===== src/rtl/uart_rx_param.sv =====
// Oversampled UART receiver with configurable frame format and a one-word
// hold register offering valid/ready handshake, error flags and sticky overrun.
module uart_rx_param #(
  parameter int NB_DATA    = 8,
  parameter int OVERSAMPLE = 16,
  parameter int NB_STOP    = 1,
  parameter int PARITY_EN  = 0,
  parameter int PARITY_ODD = 0
) (
  input  logic               clk,
  input  logic               i_rst,
  input  logic               i_tick,
  input  logic               i_rx,
  output logic [NB_DATA-1:0] o_data,
  output logic               o_valid,
  input  logic               i_ready,
  output logic               o_parity_err,
  output logic               o_frame_err,
  output logic               o_overrun,
  output logic               o_busy
);
  localparam int TW = $clog2(OVERSAMPLE);
  localparam int BW = $clog2(NB_DATA + 1);
  localparam logic [TW-1:0] HALF = TW'(OVERSAMPLE / 2 - 1);
  localparam logic [TW-1:0] LAST = TW'(OVERSAMPLE - 1);

  typedef enum logic [2:0] {IDLE, START, DATA, PARITY, STOP} state_t;

  state_t             state, state_n;
  logic               rx_m, rxs;
  logic [TW-1:0]      cnt, cnt_n;
  logic [BW-1:0]      bitc, bitc_n;
  logic [NB_DATA-1:0] sh, sh_n;
  logic               perr, perr_n, ferr, ferr_n;
  logic               done, done_n;
  logic               samp, xfer;

  assign samp   = i_tick && (cnt == LAST);
  assign xfer   = o_valid && i_ready;
  assign o_busy = (state != IDLE);

  always_comb begin
    state_n = state;
    cnt_n   = cnt;
    bitc_n  = bitc;
    sh_n    = sh;
    perr_n  = perr;
    ferr_n  = ferr;
    done_n  = 1'b0;
    case (state)
      IDLE: begin
        cnt_n = '0;
        if (!rxs) begin
          state_n = START;
          bitc_n  = '0;
          perr_n  = 1'b0;
          ferr_n  = 1'b0;
        end
      end
      START: if (i_tick) begin
        if (cnt == HALF) begin
          // Mid-start sample: a high line here was just a glitch
          if (rxs) state_n = IDLE;
          else begin
            state_n = DATA;
            cnt_n   = '0;
            bitc_n  = '0;
          end
        end else cnt_n = cnt + TW'(1);
      end
      DATA: if (i_tick) begin
        if (samp) begin
          cnt_n = '0;
          sh_n  = {rxs, sh[NB_DATA-1:1]};
          if (bitc == BW'(NB_DATA - 1)) begin
            bitc_n  = '0;
            state_n = (PARITY_EN != 0) ? PARITY : STOP;
          end else bitc_n = bitc + BW'(1);
        end else cnt_n = cnt + TW'(1);
      end
      PARITY: if (i_tick) begin
        if (samp) begin
          cnt_n   = '0;
          perr_n  = ^sh ^ rxs ^ 1'(PARITY_ODD);
          state_n = STOP;
        end else cnt_n = cnt + TW'(1);
      end
      STOP: if (i_tick) begin
        if (samp) begin
          cnt_n = '0;
          if (!rxs) ferr_n = 1'b1;
          // Leave at the last stop sample so a back-to-back start edge is not missed
          if (bitc == BW'(NB_STOP - 1)) begin
            bitc_n  = '0;
            state_n = IDLE;
            done_n  = 1'b1;
          end else bitc_n = bitc + BW'(1);
        end else cnt_n = cnt + TW'(1);
      end
      default: state_n = IDLE;
    endcase
  end

  always_ff @(posedge clk) begin
    if (i_rst) begin
      rx_m  <= 1'b1;
      rxs   <= 1'b1;
      state <= IDLE;
      cnt   <= '0;
      bitc  <= '0;
      sh    <= '0;
      perr  <= 1'b0;
      ferr  <= 1'b0;
      done  <= 1'b0;
    end else begin
      rx_m  <= i_rx;
      rxs   <= rx_m;
      state <= state_n;
      cnt   <= cnt_n;
      bitc  <= bitc_n;
      sh    <= sh_n;
      perr  <= perr_n;
      ferr  <= ferr_n;
      done  <= done_n;
    end
  end

  always_ff @(posedge clk) begin
    if (i_rst) begin
      o_data       <= '0;
      o_valid      <= 1'b0;
      o_parity_err <= 1'b0;
      o_frame_err  <= 1'b0;
      o_overrun    <= 1'b0;
    end else begin
      if (done && (!o_valid || i_ready)) begin
        o_data       <= sh;
        o_parity_err <= perr;
        o_frame_err  <= ferr;
        o_valid      <= 1'b1;
      end else if (xfer) begin
        o_valid <= 1'b0;
      end
      // A word lost in the same cycle as a transfer keeps the flag set
      if (done && o_valid && !i_ready) o_overrun <= 1'b1;
      else if (xfer)                   o_overrun <= 1'b0;
    end
  end
endmodule


===== config.mk =====
export PLATFORM = sky130hd
export DESIGN_NAME = uart_rx_param
export DESIGN_NICKNAME = d
export VERILOG_FILES = /design/src/rtl/uart_rx_param.sv
export SDC_FILE = /design/constraint.sdc
export NUM_CORES = 1
export LEC_CHECK = 0
export CAP_MARGIN = 0
export CORE_MARGIN = 1
export CORE_UTILIZATION = 35
export CTS_CLUSTER_DIAMETER = 200
export CTS_CLUSTER_SIZE = 28
export DETAILED_ROUTE_END_ITERATION = 12
export PLACE_DENSITY = 0.52
export SLEW_MARGIN = 20
export SYNTH_ARGS = -nofsm -noshare
export SYNTH_HDL_FRONTEND = slang
export SYNTH_SLANG_ARGS = --single-unit

===== constraint.sdc =====
create_clock -name clk -period 1.9 [get_ports clk]
set_input_delay 0.19 -clock clk [delete_from_list [all_inputs] [get_ports clk]]
set_output_delay 0.19 -clock clk [all_outputs]
set_load 0.005 [all_outputs]

==> results.tsv <==
stage	metric	value	unit
yosys	top_reg_cell synth	dfxtp_1	
timing	final setup vio count	0	
detailed_routing	Starting DRT DRC Count	74	
global_route	vias in the first global route	1303	
detailed_routing	final WL	3727	um
yosys	syn_area_per_cell	9.076	um^2
outcome	status	completed	
timing	slew at the pin closest to its max-slew limit	454.6	ps
yosys	sequential share of the synthesized area	0.4114	
critical_path	worst path required time	2080	ps
clock_network	total CTS buffers	5	
power_and_ir_drop	clock power share	0.354	
critical_path	worst r2r path cells	7	
critical_path	CP Max Fanout	3	
detailed_routing	detailed-route wire length per cell	12.94	um
floorplan	Die Footprint	5292	um^2
timing	final worst slack	55.69	ps
critical_path	crit-path max cell delay	380	ps
clock_network	Clock Latency Late Sink	290	ps
timing	Final min period	1844	ps
critical_path	CP top delay family	simple AND/OR/NAND/NOR gates	
detailed_routing	Via Count	1461	
power_and_ir_drop	P per Cell Area	715.5	nW/um^2
yosys	syn_nets	201	
placed_design	Place WS	-13.04	ps
global_route	largest net degree at the start of global routing	19	
detailed_routing	vias per cell	5.073	
min_path	worst hold path type	register to register	
power_and_ir_drop	leakage	0.0009368	uW
floorplan	# rows	25	
placed_design	Port Buffers	17	
final_layout	Area growth syn-to-layout	27.14	%
clock_network	Worst-path clk slew	70	ps
placed_design	gpl congestion	0.8599	
min_path	WHS Path Cells	1	
global_route	global-route total usage across every layer	0.1464	
yosys	Post-Syn Instances	193	
floorplan	Core Area	4755	um^2
timing	max_slew headroom	0.6891	
timing	f_max	0.5422	GHz
critical_path	buffers plus inverters on the worst setup path	1	
power_and_ir_drop	Internal	1168	uW
critical_path	critical path launch point type	register	
critical_path	Crit Reg-Reg Startpoint	bitc[0]$_SDFFE_PP0P_	
run	Max Cap Viol	0	
yosys	Synth Cell Area	1752	um^2
critical_path	critical path class	register to register	
clock_network	CTS max path bufs	2	
critical_path	WP data arrival	2020	ps
yosys	fraction of registers with async set/reset	0	
floorplan	die width	72.75	um
final_layout	fin nets	228	
critical_path	Stages on worst setup path	7	
detailed_routing	post-route ant nets	0	
global_route	initial antenna violation count	0	
min_path	worst min-delay path startpoint	rx_m$_SDFF_PP1_	
yosys	top post-synthesis cells by area	dfxtp_1 (41%), mux2i_1 (11%), nor2_1 (4.9%), xnor2_1 (4.0%), a21oi_1 (2.9%)	
critical_path	CP max stage cell	or3b_4	
floorplan	die height	72.75	um
power_and_ir_drop	Switching Fraction	0.2668	
clock_network	CTS tree	built	
final_layout	n_diodes	0	
critical_path	CP Capture Type	register	
min_path	hold worst-path end	rxs$_SDFF_PP1_	
yosys	FF+latch count, synth	36	
placed_design	HPWL after DPL	2704	um
timing	Slew Limit Fails	0	
floorplan	initial core utilization	0.3684	
final_layout	fin cells	288	
global_route	first-pass GRT wire length	5947	um
floorplan	io pins	18	
timing	Final Hold Fails	0	
clock_network	Clock Sinks	36	
yosys	post-synth top area cell	dfxtp_1	
timing	period utilisation layout	0.9707	
yosys	share of the synthesized area in the top cell type	0.4114	
placed_design	DP Cell Count	279	
power_and_ir_drop	sequential share of power	0.507	
clock_network	H-tree levels	2	
critical_path	worst r2r dst	state[2]$_SDFFE_PP0P_	
yosys	post-synth cell types	46	
final_layout	share of cells above drive strength 1	0.1946	
critical_path	R2R Setup Slk	60	ps
critical_path	worst-path cell chain	inv_2 > ha_4 > or3b_4 > a22o_4 > or3_4 > o21ai_2 > a21oi_2	
timing	final setup skew	6.329	ps
yosys	number of synthesized flops with an enable pin	0	
detailed_routing	Pre-Repair DR Iteration Count	4	
power_and_ir_drop	Worst VDD drop	0.3967	mV
clock_network	CTS root buffer	clkbuf_8	
yosys	Yosys warnings	0	
power_and_ir_drop	Comb pwr share	0.139	
power_and_ir_drop	Sw Pwr	425.2	uW
detailed_routing	drt drc	0	
global_route	total grt overflow	0	
==> cell type report <==
class / instances / area [um^2]
sequential: 36 / 725.7
inverter: 10 / 37.54
timing repair buffer: 30 / 267.8
multi-input combinational: 137 / 1018
clock buffer: 7 / 86.33
clock inverter: 1 / 7.507
fill: 475 / 2527
tap: 67 / 83.83
==> registers in the layout, summed over array words and instances (netlist names), 3 cells and up <==
| signal | flops |
|---|---|
| o_data | 8 |
| sh | 8 |
| cnt | 4 |
| bitc | 4 |
| state | 3 |
==> Yosys cell counts, types with 5 or more instances <==
| cell type | instances |
|---|---|
| nand2_1 | 5 |
| nand3_1 | 6 |
| a21oi_1 | 10 |
| nor2b_1 | 5 |
| buf_2 | 6 |
| nor2_1 | 23 |
| mux2i_1 | 19 |
| nand3b_1 | 6 |
| dfxtp_1 | 36 |
| inv_1 | 10 |
| xnor2_1 | 8 |
==> power by group through the flow <==
stage,Clock [uW],Sequential [uW],Combinational (uW)
3_5_place_dp,0,816,205
3_3_place_gp,0,816,203
5_1_grt,607,812,242
2_1_floorplan,0,798,146
4_1_cts,584,799,213
6_report,564,807,222
==> routing by layer <==
metal,routed length (um),GRT usage
met4,37,0.05882
met1,1916,0.1923
met5,0,0
met3,101,0.03867
met2,1672,0.2285
==> how the worst max path moves through the flow <==
| stage | to | start |
|---|---|---|
| 6_report | state[2]$_SDFFE_PP0P_ | bitc[0]$_SDFFE_PP0P_ |
| 3_3_place_gp | bitc[2]$_SDFFE_PP0P_ | state[1]$_SDFFE_PP0P_ |
| 2_1_floorplan | state[0]$_SDFFE_PP0P_ | bitc[0]$_SDFFE_PP0P_ |
| 4_1_cts | o_busy | state[2]$_SDFFE_PP0P_ |
| 3_5_place_dp | bitc[1]$_SDFFE_PP0P_ | i_tick |
| 5_1_grt | state[2]$_SDFFE_PP0P_ | bitc[0]$_SDFFE_PP0P_ |
==> placed cells by master, fill, tap and decap left out, types with 3 or more instances in the layout <==
master,instances
xnor2_1,8
nor2_1,23
clkdlybuf4s50_1,17
mux2i_1,19
buf_4,13
clkbuf_8,6
nand3_1,6
o311ai_0,3
nor2b_1,5
nand3b_1,6
nand2_1,5
inv_1,8
a21oi_1,9
dfxtp_1,32
dfxtp_2,4
o21ai_0,3
o21ai_1,4
==> cells by family (layout without fill, tap and decap cells) <==
family	Yosys count	after routing	share of synthesized area
buffers and inverters	20	48	0.04714
DFF	36	36	0.4114
xor gates and xnor gates	9	9	0.04500
AOI/OAI and AO/OA	39	39	0.1529
and+or+nand+nor	67	67	0.2136
muxes	19	19	0.1086
adders and majority gates	3	3	0.02143
==> what timing repair did <==
item,in CTS,in global routing
resized for setup,3,17
buffers inserted,0,1
pin swaps,0,5
setup endpoints to repair,5,10
hold buffers,0,0
==> worst reg2reg max path, cell delays in order (launching register included) <==
cell and delay (ps):
dfxtp_2 320, inv_2 70, ha_4 120, or3b_4 380
a22o_4 270, or3_4 360, o21ai_2 160, a21oi_2 70
==> through the flow <==
| step | utilization | total power (uW) | cell area [um^2] | TNS (ps) | hold WS, ps |
|---|---|---|---|---|---|
| floorplan | - | 943.9 | 1752 | 0 | 290.1 |
| CTS | 0.4534 | 1597 | 2156 | 0 | 415.9 |
| global route | 0.4684 | 1661 | 2227 | -2.673 | 424.6 |
| global placement | 0.4313 | 1019 | 2051 | 0 | 397.4 |
| detailed placement | 0.4313 | 1022 | 2051 | -16.69 | 397.8 |
| finish | 0.4684 | 1593 | 2227 | 0 | 413.2 |
Note: power is estimated with default switching activity, not from simulation.
